--- src/rtl/nibble_serial_adder_ctrl.sv ---
// Serial WIDTH-bit add/subtract that reuses one 4-bit carry-lookahead slice.
// Nibbles are processed LSB first, one per clock, with valid/ready on both sides.

module nibble_serial_adder_ctrl_cla4 (
  input  logic [3:0] i_a,
  input  logic [3:0] i_b,
  input  logic       i_cin,
  output logic [3:0] o_s,
  output logic       o_p,
  output logic       o_g
);
  logic [3:0] w_p;
  logic [3:0] w_g;
  logic [3:0] w_c;

  assign w_p = i_a ^ i_b;
  assign w_g = i_a & i_b;

  assign w_c[0] = i_cin;
  assign w_c[1] = w_g[0] | (w_p[0] & i_cin);
  assign w_c[2] = w_g[1] | (w_p[1] & w_g[0]) | (w_p[1] & w_p[0] & i_cin);
  assign w_c[3] = w_g[2] | (w_p[2] & w_g[1]) | (w_p[2] & w_p[1] & w_g[0])
                | (w_p[2] & w_p[1] & w_p[0] & i_cin);

  assign o_s = w_p ^ w_c;
  assign o_p = &w_p;
  assign o_g = w_g[3] | (w_p[3] & w_g[2]) | (w_p[3] & w_p[2] & w_g[1])
             | (w_p[3] & w_p[2] & w_p[1] & w_g[0]);
endmodule

// State table:
//   S_IDLE | waiting for a command, start_ready high
//   S_RUN  | one nibble per clock through the shared slice, busy high
//   S_DONE | result held until the consumer takes it, res_valid high
module nibble_serial_adder_ctrl #(
  parameter int WIDTH = 32
) (
  input  logic             clk,
  input  logic             rst_n,
  input  logic             start_valid,
  output logic             start_ready,
  input  logic [WIDTH-1:0] a,
  input  logic [WIDTH-1:0] b,
  input  logic             sub,
  output logic             busy,
  output logic             res_valid,
  input  logic             res_ready,
  output logic [WIDTH-1:0] sum,
  output logic             cout,
  output logic             ovf,
  output logic             zero
);
  localparam int NIB = WIDTH / 4;
  localparam int IW  = (NIB > 1) ? $clog2(NIB) : 1;
  localparam logic [IW-1:0] LAST = IW'(NIB - 1);

  typedef enum logic [1:0] {S_IDLE, S_RUN, S_DONE} state_t;

  state_t r_state;
  state_t w_state_nxt;

  logic [WIDTH-1:0] r_a;
  logic [WIDTH-1:0] r_b;
  logic [WIDTH-1:0] r_sum;
  logic [IW-1:0]    r_idx;
  logic             r_carry;
  logic             r_cout;
  logic             r_ovf;
  logic             r_zero;

  logic             w_accept;
  logic             w_step;
  logic             w_last;
  logic [3:0]       w_a_nib;
  logic [3:0]       w_b_nib;
  logic [3:0]       w_s_nib;
  logic             w_p;
  logic             w_g;
  logic             w_carry_nxt;
  logic [WIDTH-1:0] w_sum_nxt;

  always_ff @(posedge clk) begin
    if (!rst_n) r_state <= S_IDLE;
    else        r_state <= w_state_nxt;
  end

  always_comb begin
    w_state_nxt = r_state;
    start_ready = 1'b0;
    busy        = 1'b0;
    res_valid   = 1'b0;
    w_accept    = 1'b0;
    w_step      = 1'b0;
    case (r_state)
      S_IDLE: begin
        start_ready = 1'b1;
        if (start_valid) begin
          w_accept    = 1'b1;
          w_state_nxt = S_RUN;
        end
      end
      S_RUN: begin
        busy   = 1'b1;
        w_step = 1'b1;
        if (w_last) w_state_nxt = S_DONE;
      end
      S_DONE: begin
        res_valid = 1'b1;
        if (res_ready) w_state_nxt = S_IDLE;
      end
      default: w_state_nxt = S_IDLE;
    endcase
  end

  assign w_last  = (r_idx == LAST);
  assign w_a_nib = r_a[{r_idx, 2'b00} +: 4];
  assign w_b_nib = r_b[{r_idx, 2'b00} +: 4];

  nibble_serial_adder_ctrl_cla4 u_slice (
    .i_a   (w_a_nib),
    .i_b   (w_b_nib),
    .i_cin (r_carry),
    .o_s   (w_s_nib),
    .o_p   (w_p),
    .o_g   (w_g)
  );

  assign w_carry_nxt = w_g | (w_p & r_carry);

  // Full sum including the nibble written this edge, so flags see the final value.
  always_comb begin
    w_sum_nxt = r_sum;
    w_sum_nxt[{r_idx, 2'b00} +: 4] = w_s_nib;
  end

  always_ff @(posedge clk) begin
    if (!rst_n) begin
      r_a     <= '0;
      r_b     <= '0;
      r_sum   <= '0;
      r_idx   <= '0;
      r_carry <= 1'b0;
      r_cout  <= 1'b0;
      r_ovf   <= 1'b0;
      r_zero  <= 1'b0;
    end else if (w_accept) begin
      r_a     <= a;
      r_b     <= sub ? ~b : b;
      r_carry <= sub;
      r_idx   <= '0;
      r_sum   <= '0;
    end else if (w_step) begin
      r_sum   <= w_sum_nxt;
      r_carry <= w_carry_nxt;
      if (w_last) begin
        r_idx  <= '0;
        r_cout <= w_carry_nxt;
        r_ovf  <= (r_a[WIDTH-1] == r_b[WIDTH-1]) && (w_sum_nxt[WIDTH-1] != r_a[WIDTH-1]);
        r_zero <= (w_sum_nxt == '0);
      end else begin
        r_idx <= r_idx + 1'b1;
      end
    end
  end

  assign sum  = r_sum;
  assign cout = r_cout;
  assign ovf  = r_ovf;
  assign zero = r_zero;
endmodule
--- config.mk ---
export PLATFORM = sky130hd
export DESIGN_NAME = nibble_serial_adder_ctrl
export DESIGN_NICKNAME = d
export VERILOG_FILES = /design/src/rtl/nibble_serial_adder_ctrl.sv
export SDC_FILE = /design/constraint.sdc
export NUM_CORES = 1
export LEC_CHECK = 0
export CAP_MARGIN = 20
export CORE_AREA = 3 3 133 135
export DETAILED_ROUTE_END_ITERATION = 12
export DIE_AREA = 0 0 136 138
export GPL_TIMING_DRIVEN = 0
export PLACE_DENSITY = 0.6
export SLEW_MARGIN = 25
export SYNTH_ARGS = -nofsm -noshare
export SYNTH_HDL_FRONTEND = slang
export SYNTH_SLANG_ARGS = --single-unit
--- constraint.sdc ---
create_clock -name clk -period 3.7 [get_ports clk]
set_input_delay 0.74 -clock clk [delete_from_list [all_inputs] [get_ports clk]]
set_output_delay 0.74 -clock clk [all_outputs]
set_load 0.02 [all_outputs]
==> summary.md <==
| Metric | Value |
|---|---|
| Run status | `complete, no violations` |
| Overflow left after global routing | `0` |
| Crit path capture type | `register` |
| Estimated wirelength of the detail-placed design | `11100 microns` |
| Worst setup path class | `reg -> reg` |
| Clock Tree Buf Depth | `2` |
| Clock Sinks | `105` |
| Critical path arrival | `3.79 ns` |
| Req. time, crit path | `3.98 ns` |
| Hold buffer count at CTS | `0` |
| Global router's overall resource usage | `0.162` |
| Post-synth EDFFs | `0` |
| Antenna diode instance count | `0` |
| Clock buffers created by TritonCTS | `9` |
| Setup Viol. Count Final | `0` |
| Class of the tightest hold or removal check | `reg -> reg` |
| Depth of the most critical reg-to-reg path | `12` |
| Launch point of the worst hold path | `r_a[9]` |
| Total of fill cells in the finished design | `1698` |
| Via count normalized by instance count | `4.87` |
| Detailed-route via count | `4646` |
| Clock network latency to the later pin of the worst-skew pair | `0.35 ns` |
| Full die area | `0.0188 sq mm` |
| Hold endpoint | `r_a[9]` |
| Total iterations of the first detailed-routing run | `5` |
| Start of the worst register-to-register path | `r_idx[1]` |
| Cell area after synthesis | `0.00531 sq mm` |
| Initial DRC Count | `264` |
| Time the worst path needs with I/O delays and setup | `3.50 ns` |
| Worst reg2reg path endpoint | `zero` |
| Proportion of register bits with asynchronous set or reset after synthesis | `0` |
| Count of synthesis-stage warnings from yosys | `0` |
| Final-report hold violation count | `0` |
| Final Slew Violations | `0` |
| CP Launch Point | `r_idx[1]` |
| DIE WIDTH | `136 microns` |
| First-pass GRT wire length | `24300 microns` |
| Post-synthesis cell type count | `47` |
| Ports placed on the boundary | `107` |
| Final cycle utilization of the critical path | `0.947` |
| Upper clock frequency limit | `285 MHz` |
| H-tree lvl count | `3` |
| Syn_nets | `695` |
| Nets@finish | `811` |
| Sequential cell area in the final layout | `0.00210 sq mm` |
| Post-Synthesis Cells | `613` |
| Worst-case headroom to the max-slew limit | `0.313` |
| Vertical die dimension | `138 microns` |
| Remaining antenna violation count after routing | `0` |
| Floorplan core area | `0.0166 sq mm` |
| Main flop type after synthesis | `sky130_fd_sc_hd__dfxtp_1` |
| Total wire length | `14800 microns` |
| Cell Rows | `47` |
| Multi-input gate area in the final layout | `0.00304 sq mm` |
| Largest voltage drop on the vdd net | `240 uV` |
| Vias in the first global route | `4544` |
| Cell depth of the worst min-delay path | `2` |
| Buffers on Ports | `104` |
| Final core area utilization | `0.423` |
| Share of final-layout standard cells stronger than drive strength 1 | `0.0640` |
| Starting Density | `0.320` |
| Initial antenna violation count | `0` |
| Sum of internal, switching and leakage power | `2.72 mW` |
| Cell leakage power | `2.80 nW` |
| Setup repair after global routing missed its margin | `no` |
| PD cells | `388 mW/mm^2` |
| Root buf cell | `sky130_fd_sc_hd__clkbuf_16` |
| CTS tree | `built` |
| Startpoint type of the worst setup path | `register` |
| Maximum number of pins on one net before global-route repair | `18` |
| Syn Area/Cell | `8.66 sq um` |
| CTS clock-pin slew for the worst setup and hold paths | `0.07 ns` |
| Number of synthesized register bits | `105` |
| Sequential fraction of the synthesis area | `0.396` |
| Area Overhead vs Synth | `32.1%` |
| Transition time at the pin with the least slew margin | `1.03 ns` |
| Flop2flop setup slack | `0.20 ns` |
| Setup skew after layout | `0.00811 ns` |
| Crit path max fanout | `10` |
| DR DRC count | `0` |
| Max-cap violations | `0` |
| Global placement routability congestion | `0.867` |
| Routed len/inst | `15.5 microns` |
## critical path: stages (launching register included)
cell and delay (ns):
sky130_fd_sc_hd__dfxtp_1 0.48, sky130_fd_sc_hd__clkbuf_4 0.32, sky130_fd_sc_hd__buf_2 0.32, sky130_fd_sc_hd__mux4_2 0.36, sky130_fd_sc_hd__nand2_1 0.08, sky130_fd_sc_hd__nand2_1 0.12
sky130_fd_sc_hd__fa_2 0.52, sky130_fd_sc_hd__buf_2 0.23, sky130_fd_sc_hd__o21ai_0 0.18, sky130_fd_sc_hd__nand2_1 0.09, sky130_fd_sc_hd__a2111oi_2 0.35, sky130_fd_sc_hd__nand4_1 0.20
sky130_fd_sc_hd__o21ai_1 0.16
## per-stage QoR
step	hold slack (ns)	std cells	setup WS [ns]	instance area (sq um)	setup TNS (ns)
2_1_floorplan	0.440	613	0.209	5310	0
3_3_place_gp	0.450	937	-0.966	6620	-9.36
3_5_place_dp	0.456	937	-1.03	6620	-9.74
4_1_cts	0.466	954	0.0560	6990	0
5_1_grt	0.488	954	0.00269	7010	0
6_report	0.464	954	0.197	7010	0
## worst max path at each step
| stage | end | cells past startpoint | slack, ns |
|---|---|---|---|
| after floorplan | ovf | 13 | 0.21 |
| after global placement | ovf | 12 | -0.97 |
| after detailed placement | ovf | 12 | -1.03 |
| after CTS | zero | 13 | 0.06 |
| after global routing | ovf | 13 | 0.003 |
| final | zero | 12 | 0.20 |
## synthesized netlist by cell type (4+ instances only)
cell type                  count  share of area
sky130_fd_sc_hd__o211a_1      33          0.062
sky130_fd_sc_hd__mux4_2       16          0.068
sky130_fd_sc_hd__mux2i_1      12          0.023
sky130_fd_sc_hd__nand4_1       4         0.0047
sky130_fd_sc_hd__ha_1         12          0.028
sky130_fd_sc_hd__dfxtp_1     105           0.40
sky130_fd_sc_hd__inv_1         6         0.0042
sky130_fd_sc_hd__and2_1        8         0.0094
sky130_fd_sc_hd__o21ai_0      11          0.010
sky130_fd_sc_hd__a21boi_0     32          0.045
sky130_fd_sc_hd__nor2b_1       6         0.0071
sky130_fd_sc_hd__nand3_1      22          0.021
sky130_fd_sc_hd__or3_1         4         0.0047
sky130_fd_sc_hd__nor3_1        6         0.0057
sky130_fd_sc_hd__xnor2_1      33          0.054
sky130_fd_sc_hd__nor2_1       29          0.021
sky130_fd_sc_hd__clkbuf_1     35          0.025
sky130_fd_sc_hd__buf_1         4         0.0028
sky130_fd_sc_hd__a21oi_1      33          0.031
sky130_fd_sc_hd__nand2_1     161           0.11
## state kept, by name, summed over array words and instances (netlist names)
signal,flops
cout,1
ovf,1
r_a,32
r_b,32
r_carry,1
r_idx,3
r_state,2
sum,32
zero,1
## timing repair
| item | in CTS | in global routing |
|---|---|---|
| gates resized for setup | 10 | 10 |
| pin swaps | 1 | 0 |
| endpoints found under the setup margin | 33 | 2 |
| buffers inserted | 1 | 0 |
## per-layer routing
metal  global-route usage  up-vias  share of wire
met5                    0        -              0
met4               0.0286        0         0.0074
met3               0.0418        7          0.057
met1                0.220     2162           0.47
met2                0.265      125           0.46
li1                     -     2352              -
## cell families (layout without fill, tap and decap cells)
logic type | Yosys count | in the layout | synth area share
AO/OA/AOI/OAI | 132 | 132 | 0.184
XOR/XNOR | 35 | 35 | 0.0578
adder cells (fa/ha/maj) | 13 | 13 | 0.0321
buffers and inverters | 50 | 171 | 0.0387
flip-flops | 105 | 105 | 0.396
multiplexers | 28 | 28 | 0.0905
AND/OR/NAND/NOR | 250 | 250 | 0.201
## where the power goes
group | switching (mW) | internal [mW] | total (mW)
clock network | 0.440 | 0.571 | 1.01
logic | 0.261 | 0.226 | 0.488
registers | 0.0324 | 1.19 | 1.22
total | 0.734 | 1.98 | 2.72
## cell usage in the layout, fill, tap and decap left out, types with 6 or more instances in the layout
cell type / Yosys / layout
sky130_fd_sc_hd__a21boi_0: 32 / 32
sky130_fd_sc_hd__a21oi_1: 33 / 33
sky130_fd_sc_hd__and2_1: 8 / 8
sky130_fd_sc_hd__clkbuf_1: 35 / 34
sky130_fd_sc_hd__clkbuf_16: 0 / 9
sky130_fd_sc_hd__clkdlybuf4s50_1: 0 / 104
sky130_fd_sc_hd__dfxtp_1: 105 / 105
sky130_fd_sc_hd__ha_1: 12 / 12
sky130_fd_sc_hd__inv_1: 6 / 6
sky130_fd_sc_hd__mux2i_1: 12 / 12
sky130_fd_sc_hd__mux4_2: 16 / 16
sky130_fd_sc_hd__nand2_1: 161 / 161
sky130_fd_sc_hd__nand3_1: 22 / 22
sky130_fd_sc_hd__nor2_1: 29 / 29
sky130_fd_sc_hd__nor2b_1: 6 / 6
sky130_fd_sc_hd__nor3_1: 6 / 6
sky130_fd_sc_hd__o211a_1: 33 / 33
sky130_fd_sc_hd__o21ai_0: 11 / 9
sky130_fd_sc_hd__xnor2_1: 33 / 32
## layout make-up
type,count,share of cell area
Buffer,43,0.0287
Clock buffer,12,0.0366
Clock inverter,4,0.00839
Inverter,7,0.00375
Multi-Input combinational cell,458,0.434
Sequential cell,105,0.300
Tap cell,220,0.0393
Timing Repair Buffer,105,0.150
Note: power is estimated with default switching activity, not from simulation.
